## config.mk

```make
export PLATFORM = sky130hd
export DESIGN_NAME = hex_scan_ctrl
export DESIGN_NICKNAME = d
export VERILOG_FILES = /design/src/rtl/hex_scan_pkg.sv /design/src/rtl/hex_scan_ctrl_glyph_dec.sv /design/src/rtl/hex_scan_ctrl.sv
export SDC_FILE = /design/constraint.sdc
export NUM_CORES = 1
export LEC_CHECK = 0
export ABC_AREA = 1
export CAP_MARGIN = 10
export CORE_ASPECT_RATIO = 0.5
export CORE_MARGIN = 3
export CORE_UTILIZATION = 35
export DETAILED_ROUTE_END_ITERATION = 16
export GPL_ROUTABILITY_DRIVEN = 1
export REMOVE_ABC_BUFFERS = 1
export SLEW_MARGIN = 20
export SYNTH_ARGS = -nofsm -noshare
export SYNTH_HDL_FRONTEND = slang
export SYNTH_SLANG_ARGS = --single-unit
```

## constraint.sdc

```tcl
create_clock -name CLOCK_50 -period 1.95 [get_ports CLOCK_50]
set_input_delay 0.39 -clock CLOCK_50 [delete_from_list [all_inputs] [get_ports CLOCK_50]]
set_output_delay 0.39 -clock CLOCK_50 [all_outputs]
set_load 0.005 [all_outputs]
```

## src/rtl/hex_scan_pkg.sv

```systemverilog
// Shared types and constants for the HEX0 scan sequencer: FSM state codes
// and the active-low glyphs shown for each 2-bit field value.
package hex_scan_pkg;

    typedef enum logic [1:0] {
        RUN   = 2'd0,
        PAUSE = 2'd1,
        MAN   = 2'd2
    } scan_state_e;

    localparam logic [6:0] GLYPH_00    = 7'b0100000;
    localparam logic [6:0] GLYPH_01    = 7'b1100011;
    localparam logic [6:0] GLYPH_10    = 7'b0000111;
    localparam logic [6:0] GLYPH_11    = 7'b0100011;
    localparam logic [6:0] GLYPH_BLANK = 7'b1111111;

endpackage

```

## src/rtl/hex_scan_ctrl_glyph_dec.sv

```systemverilog
// Combinational decoder from a 2-bit field value to the active-low
// seven-segment glyph driven onto HEX0.
module glyph_dec
    import hex_scan_pkg::*;
(
    input  logic [1:0] code_i,
    output logic [6:0] seg_o
);

    always_comb begin
        seg_o = GLYPH_00;
        case (code_i)
            2'd0: seg_o = GLYPH_00;
            2'd1: seg_o = GLYPH_01;
            2'd2: seg_o = GLYPH_10;
            2'd3: seg_o = GLYPH_11;
            default: seg_o = GLYPH_00;
        endcase
    end

endmodule

```

## src/rtl/hex_scan_ctrl.sv

```systemverilog
// Display sequencer: steps the 4:1 field select automatically (RUN/PAUSE) or per
// KEY[1] press (MAN) and drives HEX0/LEDR. Define HEX_SCAN_DEBOUNCE_EN to add a debouncer.
module hex_scan_ctrl
    import hex_scan_pkg::*;
#(
    parameter int TICK_DIV  = 50_000_000,
    parameter int DB_CYCLES = 500_000
)
(
    input  logic       CLOCK_50,
    input  logic [1:0] KEY,
    input  logic [9:0] SW,
    output logic [6:0] HEX0,
    output logic [9:0] LEDR
);

    localparam int CW  = (TICK_DIV  > 1) ? $clog2(TICK_DIV)  : 1;
    localparam int DBW = (DB_CYCLES > 1) ? $clog2(DB_CYCLES) : 1;

    scan_state_e   state_q, state_d;
    logic [CW-1:0] cnt_q, cnt_d;
    logic [1:0]    sel_q, sel_d;
    logic          sync1_q, sync2_q, prev_q;
    logic [6:0]    hex_q, hex_d;
    logic [1:0]    field_q, field_d;
    logic          tick_q, tick_d;
    logic          level, press, step;

`ifdef HEX_SCAN_DEBOUNCE_EN
    logic           db_q;
    logic [DBW-1:0] db_cnt_q;
    assign level = db_q;
`else
    logic [31:0] unused_db;
    assign unused_db = DB_CYCLES;
    assign level = sync2_q;
`endif

    assign press = prev_q & ~level;

    always_comb begin
        state_d = SW[8] ? MAN : (SW[9] ? PAUSE : RUN);
        tick_d  = (state_d == RUN) && (cnt_q == CW'(TICK_DIV - 1));
        step    = (state_d == MAN) && press;
        cnt_d   = cnt_q;
        // Leaving PAUSE resumes the frozen count; only MAN (and reset) zero it.
        if (state_d == MAN || (state_d == RUN && state_q == MAN)) begin
            cnt_d = '0;
        end else if (state_d == RUN) begin
            cnt_d = tick_d ? '0 : cnt_q + CW'(1);
        end
        sel_d = (tick_d || step) ? sel_q + 2'd1 : sel_q;
        case (sel_q)
            2'd0: field_d = SW[1:0];
            2'd1: field_d = SW[3:2];
            2'd2: field_d = SW[5:4];
            default: field_d = SW[7:6];
        endcase
    end

    glyph_dec u_glyph_dec (
        .code_i (field_d),
        .seg_o  (hex_d)
    );

    always_ff @(posedge CLOCK_50) begin
        if (!KEY[0]) begin
            state_q <= RUN;
            cnt_q   <= '0;
            sel_q   <= 2'd0;
            sync1_q <= 1'b1;
            sync2_q <= 1'b1;
            prev_q  <= 1'b1;
            hex_q   <= GLYPH_BLANK;
            field_q <= 2'd0;
            tick_q  <= 1'b0;
`ifdef HEX_SCAN_DEBOUNCE_EN
            db_q     <= 1'b1;
            db_cnt_q <= '0;
`endif
        end else begin
            state_q <= state_d;
            cnt_q   <= cnt_d;
            sel_q   <= sel_d;
            sync1_q <= KEY[1];
            sync2_q <= sync1_q;
            prev_q  <= level;
            hex_q   <= hex_d;
            field_q <= field_d;
            tick_q  <= tick_d;
`ifdef HEX_SCAN_DEBOUNCE_EN
            // The debounced level follows only after DB_CYCLES consecutive disagreeing samples.
            if (sync2_q == db_q) begin
                db_cnt_q <= '0;
            end else if (db_cnt_q == DBW'(DB_CYCLES - 1)) begin
                db_q     <= sync2_q;
                db_cnt_q <= '0;
            end else begin
                db_cnt_q <= db_cnt_q + DBW'(1);
            end
`endif
        end
    end

    assign HEX0 = hex_q;
    assign LEDR = {3'b000, state_q, tick_q, field_q, sel_q};

endmodule

```

==> impl_metrics.tcl, run 1 <==
set metrics [dict create \
    dr.first_iter.drc_count 76 \
    setup_slack_ns 0.323 \
    drive_gt1_share_pct 10.0 \
    die_w_um 114 \
    netlist.top_cell.by_area "dfxtp_1" \
    cp.arrival_ns 1.79 \
    cp_data_required_time_ns 2.12 \
    antenna_found_initial 0 \
    ctsHoldBuffers 0 \
    cp-start-kind "primary input" \
    fin_crit_ns 1.63 \
    maxUsedRoutingLayer "met4" \
    hp-class "flop to flop" \
    cp_slowest_cell "clkdlybuf4s50_1" \
    dp_hpwl_um 3630 \
    grt_pass1_wl_um 7780 \
    rsz0062_at_grt "no" \
    yosysTopAreaCellShare_pct 39.9 \
    synth_cell_types 26 \
    cts_buffers 5 \
    grt.overflow.total 0 \
    timing.final.crit_share_pct 83.4 \
    htree_levels 2 \
    r2r-start "cnt_q[0]" \
    rows 19 \
    setup_viol 0 \
    routabilityCongestion 0.895 \
    drtAntennaViolNets 0 \
    io_pins 30 \
    cts_resized 0 \
    crit_chain "clkdlybuf4s50_1, buf_4, inv_2, nand2_1, nor2_1, nand3_1, nor2_1, nor3_1" \
    met3_wirelength_um 244 \
    wl_met2_um 2060 \
    drv_slew 0 \
    clk_latency_ns 0.28 \
    synth_area_leaders "dfxtp_1 40%, nand2_1 14%, nor2_1 11%" \
    status "finished, final reports clean" \
    rr_endpoint "cnt_q[1]" \
    max_stage_delay_ns 0.44 \
    timing.hold.ws_ns 0.418 \
    hold_violations 0 \
    grt_usage_pct 14.4 \
    wl_per_cell_um 11.4 \
    fin_util_pct 46.7 \
    cts_buffer_depth 2 \
    initial_core_util_pct 36.9 \
    max_freq_ghz 0.615 \
    vdd_ir_drop_max_v 0.000406 \
    cts_setup_buffers 0 \
    syn2layout_area_growth_pct 26.7 \
    min_from "sync1_q" \
    core-area_mm2 0.00559 \
    p_per_area_mw_per_mm2 789 \
    maxCapViolCount 0 \
    dr.pass1.iters 4 \
    synth_seq_area_share_pct 39.9 \
    cts_tree "built" \
    yosys_warnings 0 \
    pre_cts_slack_ns 0.0253 \
    wl_met1_um 2330 \
    dieArea_mm2 0.00690 \
    min_path_cells 1 \
    grt_max_degree 14 \
    root_buffer "clkbuf_16" \
    drc 0 \
    synthesis.instances 305 \
    die_height_um 60.2 \
    via_count 1896 \
    fin_skew_ns 0.00648 \
    end_kind "flop" \
    r2r_cells 8 \
    cpMostUsedCell "nor2_1" \
    hold_end "level" \
    num-nets-final 357 \
    path_clk_slew_ns 0.06 \
    cts_sinks 41 \
    synth-seq-cells 41 \
    crit_type "primary input to flop" \
    syn_avg_cell_area_um2 6.75 \
    setup-tns-final_ns 0 \
    port_buffers 26 \
    crit_fanout 5 \
    power_w 0.00206 \
    first_global_vias 1739 \
    antenna_cells 0 \
    synthesis.area_mm2 0.00206 \
    reg2reg_setup_slack_ns 0.35 \
    vias_per_cell 4.59 \
    wirelength_um 4700 \
    p_leak_nw 1.08 \
]
-- power breakdown --
group	total (W)	internal [W]	leakage, nW	switching, W
combinational	0.000141	0.0000775	0.654	0.0000633
clock	0.00106	0.000731	0.0938	0.000326
sequential	0.000863	0.000855	0.333	0.00000766
total	0.00206	0.00166	1.08	0.000397
-- metrics by stage --
stage	std cells	instance area, um2
final	413	2610
after global routing	413	2610
after CTS	413	2610
after detailed placement	405	2420
after global placement	405	2420
after floorplan	298	2000
-- layout by cell type (no fill, tap or decap), types with 2 or more instances in the layout --
cell,Yosys,layout
or2_2,2,2
o21ai_1,3,3
nand3_1,26,26
nor2_1,58,58
clkbuf_16,0,5
inv_2,5,5
buf_4,8,7
o22ai_1,3,3
nand2_1,78,78
nor2_2,5,5
conb_1,1,3
ha_1,5,5
nor3_1,6,6
a21oi_1,9,9
nand3b_1,3,3
o21ai_0,2,2
inv_1,35,35
dfxtp_1,41,41
xor2_1,4,4
xnor2_1,2,2
clkdlybuf4s50_1,0,26
bufinv_16,0,2
nand2_2,3,3
-- worst max-delay path, delay by kind of cell --
kind / cells / cell delay, ns
and+or+nand+nor: 5 / 0.76
buffers and inverters: 3 / 0.65
-- cell usage after synthesis --
cell and instances:
a22o_1 1, a21oi_2 1, a31oi_4 1, nor2_4 1, buf_4 8, ha_1 5
xnor2_1 2, nand2_1 78, nand3_1 26, buf_6 1, nor2_2 5, clkinv_1 1
inv_2 5, a21oi_1 9, o22ai_1 3, xor2_1 4, inv_1 35, nand2_2 3
nor3_1 6, o21ai_1 3, dfxtp_1 41, or2_2 2, o21ai_0 2, nor2_1 58
conb_1 1, nand3b_1 3
-- kinds of logic (layout without fill, tap and decap cells) --
group / count (synthesis) / count (layout) / share of synthesized area, %
simple gates: 182 / 182 / 37.2
buf+inv: 50 / 83 / 10.9
flops: 41 / 41 / 39.9
compound gates: 20 / 20 / 6.20
xor+xnor: 6 / 6 / 2.55
fa+ha+maj: 5 / 5 / 3.04
other cells: 1 / 3 / 0.182
-- how the worst max path moves through the flow --
stage | startpoint | endpoint | slack [ns]
final | SW[8] | cnt_q[9] | 0.32
after global routing | cnt_q[0] | cnt_q[22] | 0.14
after CTS | SW[9] | cnt_q[19] | 0.31
after detailed placement | SW[8] | cnt_q[9] | 0.03
after global placement | SW[8] | cnt_q[9] | 0.03
after floorplan | SW[9] | cnt_q[0] | 0.56
-- cell type report --
type                       instances  area [um2]
tap                               73        91.3
fill                             549        2980
clock buffer                       5         125
multi-input combinational        216        1020
inverter                          41         154
sequential                        41         821
clock inverter                     3        65.1
timing repair buffer              34         333
-- state kept, by name, indices dropped and copies added (netlist names) --
| signal | count |
|---|---|
| sel_q | 2 |
| cnt_q | 26 |
| state_q | 2 |
| field_q | 2 |
| prev_q | 1 |
| HEX0 | 5 |
| sync1_q | 1 |
| tick_q | 1 |
| level | 1 |
-- layer usage --
layer  track usage, %  vias to the layer above
met5                0                        -
met3             3.44                        7
met1             19.7                      844
li1                 -                      999
met2             22.4                       46
met4             5.08                        0
Power figures use the tool's default switching activity.
==> inputs of run 2 (changes only) <==
==> constraint.sdc (replaced) <==
create_clock -name CLOCK_50 -period 1.3 [get_ports CLOCK_50]
set_input_delay 0.26 -clock CLOCK_50 [delete_from_list [all_inputs] [get_ports CLOCK_50]]
set_output_delay 0.26 -clock CLOCK_50 [all_outputs]
set_load 0.005 [all_outputs]
==> impl_metrics.tcl, run 2 (synthesis results as in run 1) <==
set metrics [dict create \
    top_register "cnt_q" \
    maxCapViolCount 0 \
    drc 0 \
    p_int_w 0.00216 \
    fin_skew_ns 0.00288 \
    htree_levels 2 \
    port_buffers 26 \
    drtAntennaViolNets 0 \
    antenna_found_initial 0 \
    clk_latency_ns 0.27 \
    vdd_ir_drop_max_v 0.000532 \
    root_buffer "clkbuf_16" \
    cp_data_required_time_ns 1.47 \
    drv_slew 0 \
    power_frac_seq_pct 47.2 \
    stdcell_count 451 \
    cpMostUsedCell "nand2_4" \
    end_kind "flop" \
    wirelength_um 5270 \
    wl_per_cell_um 11.7 \
    largest_reg_flops 26 \
    grt_use_met3_pct 3.64 \
    cp_slowest_cell "dfxtp_2" \
    dp_cells 440 \
    cts_buffer_depth 2 \
    path_clk_slew_ns 0.06 \
    grt_usage_pct 15.6 \
    cts_tree "built" \
    die_height_um 60.2 \
    min_path_cells 1 \
    cp_num_buf_inv 0 \
    io_pins 30 \
    dr.pass1.iters 5 \
    core-area_mm2 0.00559 \
    crit_family "simple AND/OR/NAND/NOR gates" \
    r2r_cells 8 \
    gr-usage-met1_pct 20.7 \
    first_global_vias 1924 \
    use_met2_pct 26.3 \
    cp.arrival_ns 1.59 \
    vias_per_cell 4.60 \
    die_w_um 114 \
    rows 19 \
    fill_cells 482 \
    status "finished, violations left" \
    setup_viol 22 \
    via_count 2074 \
    hp-class "flop to flop" \
    crit_cells 8 \
    dr.first_iter.drc_count 94 \
    grt_pass1_wl_um 8600 \
    top_usage_layer "met2" \
    cts_buffers 5 \
    antenna_cells 0 \
    cts_sinks 41 \
    grt.overflow.total 0 \
    timing.final.crit_share_pct 109 \
    initial_core_util_pct 36.9 \
    p_clk_share_pct 43.9 \
    violations "negative setup slack" \
    p_per_area_mw_per_mm2 869 \
    crit_chain "ha_4, nand2_4, nor2_4, nand2_4, nor2_4, nand2_4, a21oi_2, nor2_1" \
    setup_slack_ns -0.120 \
    rsz0062_at_grt "yes" \
    max_freq_ghz 0.704 \
    p_leak_nw 1.42 \
    fin_util_pct 56.5 \
    dieArea_mm2 0.00690 \
    syn2layout_area_growth_pct 53.2 \
    fin_crit_ns 1.42 \
    cp-start-kind "flop" \
    num-nets-final 396 \
    swShare_pct 21.2 \
    hold_violations 0 \
    dp_hpwl_um 3910 \
    pwr-share-comb_pct 8.9 \
    crit_fanout 6 \
    max_stage_delay_ns 0.36 \
    drive_gt1_share_pct 35.7 \
    routabilityCongestion 0.849 \
    p_switching_w 0.000580 \
    pre_cts_slack_ns -0.539 \
    grt_max_degree 13 \
    final_common_cell "nand2_1" \
    crit_type "flop to flop" \
    layout_common_cells "65 x nand2_1, 43 x buf_4, 39 x nor2_1" \
    timing.hold.ws_ns 0.420 \
]
-- run 2: changes by cell type in the layout (fill, tap and decap cells not counted), sizes merged --
cell,delta
buf,+39
clkdlybuf4s50,-16
dlygate4sd2,+16
bufinv,-2
clkbuf,+2
clkinv,-1
-- run 2: stage by stage --
step	area (um2)	setup TNS (ns)	power (W)
finish	3150	-2.30	0.00274
floorplan	2000	-0.722	0.00140
CTS	2970	-1.48	0.00275
detailed placement	2680	-12.42	0.00155
global route	3150	-3.57	0.00286
global placement	2680	-11.51	0.00155
-- run 2: timing repair --
item                       CTS  global route
setup buffers                3             4
resized for setup           54            55
hold buffers                 0             0
setup endpoints to repair   47            31
pin swaps                   11            29
-- run 2: worst paths after layout --
kind	start	to	slack [ns]
setup / recovery	cnt_q[0]	sel_q[0]	-0.12
hold / removal	sync1_q	level	0.42
setup reg to reg	cnt_q[0]	sel_q[0]	-0.12
hold reg to reg	sync1_q	level	0.42
-- run 2: per-layer routing --
metal  vias to the layer above  share of wire [%]
met5                         -                  0
met4                         0               0.59
met3                         4                4.4
met2                        35                 47
met1                       959                 48
li1                       1076                  -
-- run 2: area by class of cell --
| class | instances | area (um2) | area share (%) |
|---|---|---|---|
| inverter | 41 | 154 | 4.88 |
| multi-input combinational | 216 | 1310 | 41.6 |
| timing repair buffer | 73 | 617 | 19.6 |
| tap | 73 | 91.3 | 2.90 |
| sequential | 41 | 838 | 26.6 |
| clock buffer | 7 | 143 | 4.52 |
-- run 2: power groups by stage --
stage                     sequential, W  combinational [W]  clock [W]
after floorplan                 0.00132          0.0000727          0
after global placement          0.00132           0.000230          0
final                           0.00129           0.000245    0.00120
after CTS                       0.00130           0.000229    0.00123
after global routing            0.00130           0.000270    0.00129
after detailed placement        0.00132           0.000233          0
==> inputs of run 3 (changes only) <==
--- a/config.mk
+++ b/config.mk
@@ -11,6 +11,7 @@
 export CORE_MARGIN = 3
 export CORE_UTILIZATION = 35
 export DETAILED_ROUTE_END_ITERATION = 16
+export DONT_BUFFER_PORTS = 1
 export GPL_ROUTABILITY_DRIVEN = 1
 export REMOVE_ABC_BUFFERS = 1
 export SLEW_MARGIN = 20
==> impl_metrics.tcl, run 3 (synthesis results as in run 1) <==
set metrics [dict create \
    fill_cells 538 \
    cp_slowest_cell "dfxtp_2" \
    rr_endpoint "sel_q[0]" \
    clk_latency_ns 0.28 \
    port_buffers 0 \
    wl_met2_um 2230 \
    die_w_um 114 \
    crit_cells 9 \
    fin_util_pct 51.1 \
    rows 19 \
    cts_tree "built" \
    cp.arrival_ns 1.62 \
    rsz0062_at_grt "yes" \
    p_per_area_mw_per_mm2 946 \
    largest_reg_flops 26 \
    antenna_cells 0 \
    r2r_cells 9 \
    io_pins 30 \
    grt_usage_pct 13.7 \
    r2r-start "cnt_q[0]" \
    vdd_ir_drop_max_v 0.000612 \
    grt_max_degree 15 \
    crit_fanout 6 \
    endpoint "sel_q[0]" \
    initial_core_util_pct 36.9 \
    fin_skew_ns 0.00763 \
    dr.pass1.iters 6 \
    drive_gt1_share_pct 34.7 \
    routabilityCongestion 0.822 \
    syn2layout_area_growth_pct 38.7 \
    setup_viol 23 \
    drtAntennaViolNets 0 \
    met3_wirelength_um 138 \
    hp-class "primary input to flop" \
    maxUsedRoutingLayer "met4" \
    cts_sinks 41 \
    p_leak_nw 1.21 \
    dr.first_iter.drc_count 65 \
    stdcell_count 422 \
    multi_input_area_mm2 0.00127 \
    wl_per_cell_um 11.4 \
    die_height_um 60.2 \
    max_stage_delay_ns 0.36 \
    violations "negative setup slack" \
    worstSetupStartpoint "cnt_q[0]" \
    num-nets-final 366 \
    first_global_vias 1717 \
    grt_pass1_wl_um 7560 \
    htree_levels 2 \
    antenna_found_initial 0 \
    wirelength_um 4800 \
    end_kind "flop" \
    dp_hpwl_um 3500 \
    vias_per_cell 4.54 \
    max_freq_ghz 0.713 \
    path_clk_slew_ns 0.06 \
    drc 0 \
    final_common_cell "nand2_1" \
    fin_crit_ns 1.40 \
    top_register "cnt_q" \
    layout_common_cells "71 x nand2_1, 41 x nor2_1, 38 x buf_4" \
    core-area_mm2 0.00559 \
    grt.overflow.total 0 \
    setup-tns-final_ns -0.968 \
    cp_num_buf_inv 0 \
    status "finished, violations left" \
    timing.hold.ws_ns 0.0458 \
    dp_cells 410 \
    cp-start-kind "flop" \
    crit_family "simple AND/OR/NAND/NOR gates" \
    root_buffer "clkbuf_16" \
    cts_buffers 5 \
    setup_slack_ns -0.102 \
    seq_area_um2 830 \
    cp_data_required_time_ns 1.52 \
    dieArea_mm2 0.00690 \
    hold_violations 0 \
    crit_type "flop to flop" \
    timing.final.crit_share_pct 108 \
    cts_buffer_depth 2 \
    drv_slew 0 \
    crit_chain "ha_4, nand2_4, nor2_4, nand2_2, nor2_4, nand2_4, nand3_1, nand2_1, nor2_2" \
    reg2reg_setup_slack_ns -0.10 \
    via_count 1917 \
    wl_met1_um 2410 \
    maxCapViolCount 0 \
]
==> run 3: cell types whose count changed in the layout (fill, tap and decap cells not counted), moves of 2 or more <==
cell,previous run,this run
buf_4,43,38
nand2_2,9,6
nand2_4,6,3
dlygate4sd2_1,16,0
o22ai_4,0,2
nor2_4,14,10
dfxtp_1,29,34
dfxtp_2,11,7
clkdlybuf4s50_1,10,0
nand2_1,65,71
nor2_2,11,13
nor2_1,39,41
nand3_1,23,21
o22ai_2,3,0
==> run 3: where the power goes <==
part	switching (W)	total, W	internal [W]
clock network	0.000513	0.00123	0.000714
registers	0.0000163	0.00130	0.00128
logic	0.0000947	0.000175	0.0000801
total	0.000624	0.00270	0.00208
==> run 3: routing by layer <==
metal	up-vias	GRT usage [%]
met1	876	18.6
met5	-	0
met4	0	2.71
met2	18	22.2
li1	1021	-
met3	2	3.54
==> run 3: what timing repair did <==
action	in CTS	in global routing
buffers inserted	3	2
hold buffers	0	0
pin swaps	12	22
gates resized for setup	33	43
setup endpoints to repair	31	33
==> run 3: how the worst min path moves through the flow <==
stage	depth (start not counted)	slack (ns)	endpoint	from
floorplan	1	0.33	prev_q	KEY[0]
global placement	1	0.33	prev_q	KEY[0]
detailed placement	1	0.34	prev_q	KEY[0]
CTS	1	0.05	prev_q	KEY[0]
global route	1	0.04	HEX0[1]	KEY[0]
finish	1	0.05	HEX0[2]	KEY[0]
==> run 3: worst register-to-register path, stage by stage (launching register included) <==
cell and delay, ns:
dfxtp_2 0.36, ha_4 0.15, nand2_4 0.06, nor2_4 0.12, nand2_2 0.08, nor2_4 0.15
nand2_4 0.12, nand3_1 0.11, nand2_1 0.08, nor2_2 0.11
==> run 3: through the flow <==
step | setup slack [ns] | cell area, um2 | total power, W
3_3_place_gp | -0.106 | 2400 | 0.00146
6_report | -0.102 | 2860 | 0.00270
3_5_place_dp | -0.175 | 2400 | 0.00146
4_1_cts | -0.0353 | 2690 | 0.00270
5_1_grt | -0.188 | 2860 | 0.00280
2_1_floorplan | -0.0604 | 2000 | 0.00140
==> run 3: final cells by class <==
| class | count | area share (%) |
|---|---|---|
| Inverter | 41 | 5.48 |
| Timing Repair Buffer | 43 | 12.6 |
| Multi-Input combinational cell | 216 | 44.6 |
| Clock inverter | 3 | 0.745 |
| Sequential cell | 41 | 29.0 |
| Clock buffer | 5 | 4.38 |
| Tap cell | 73 | 3.20 |
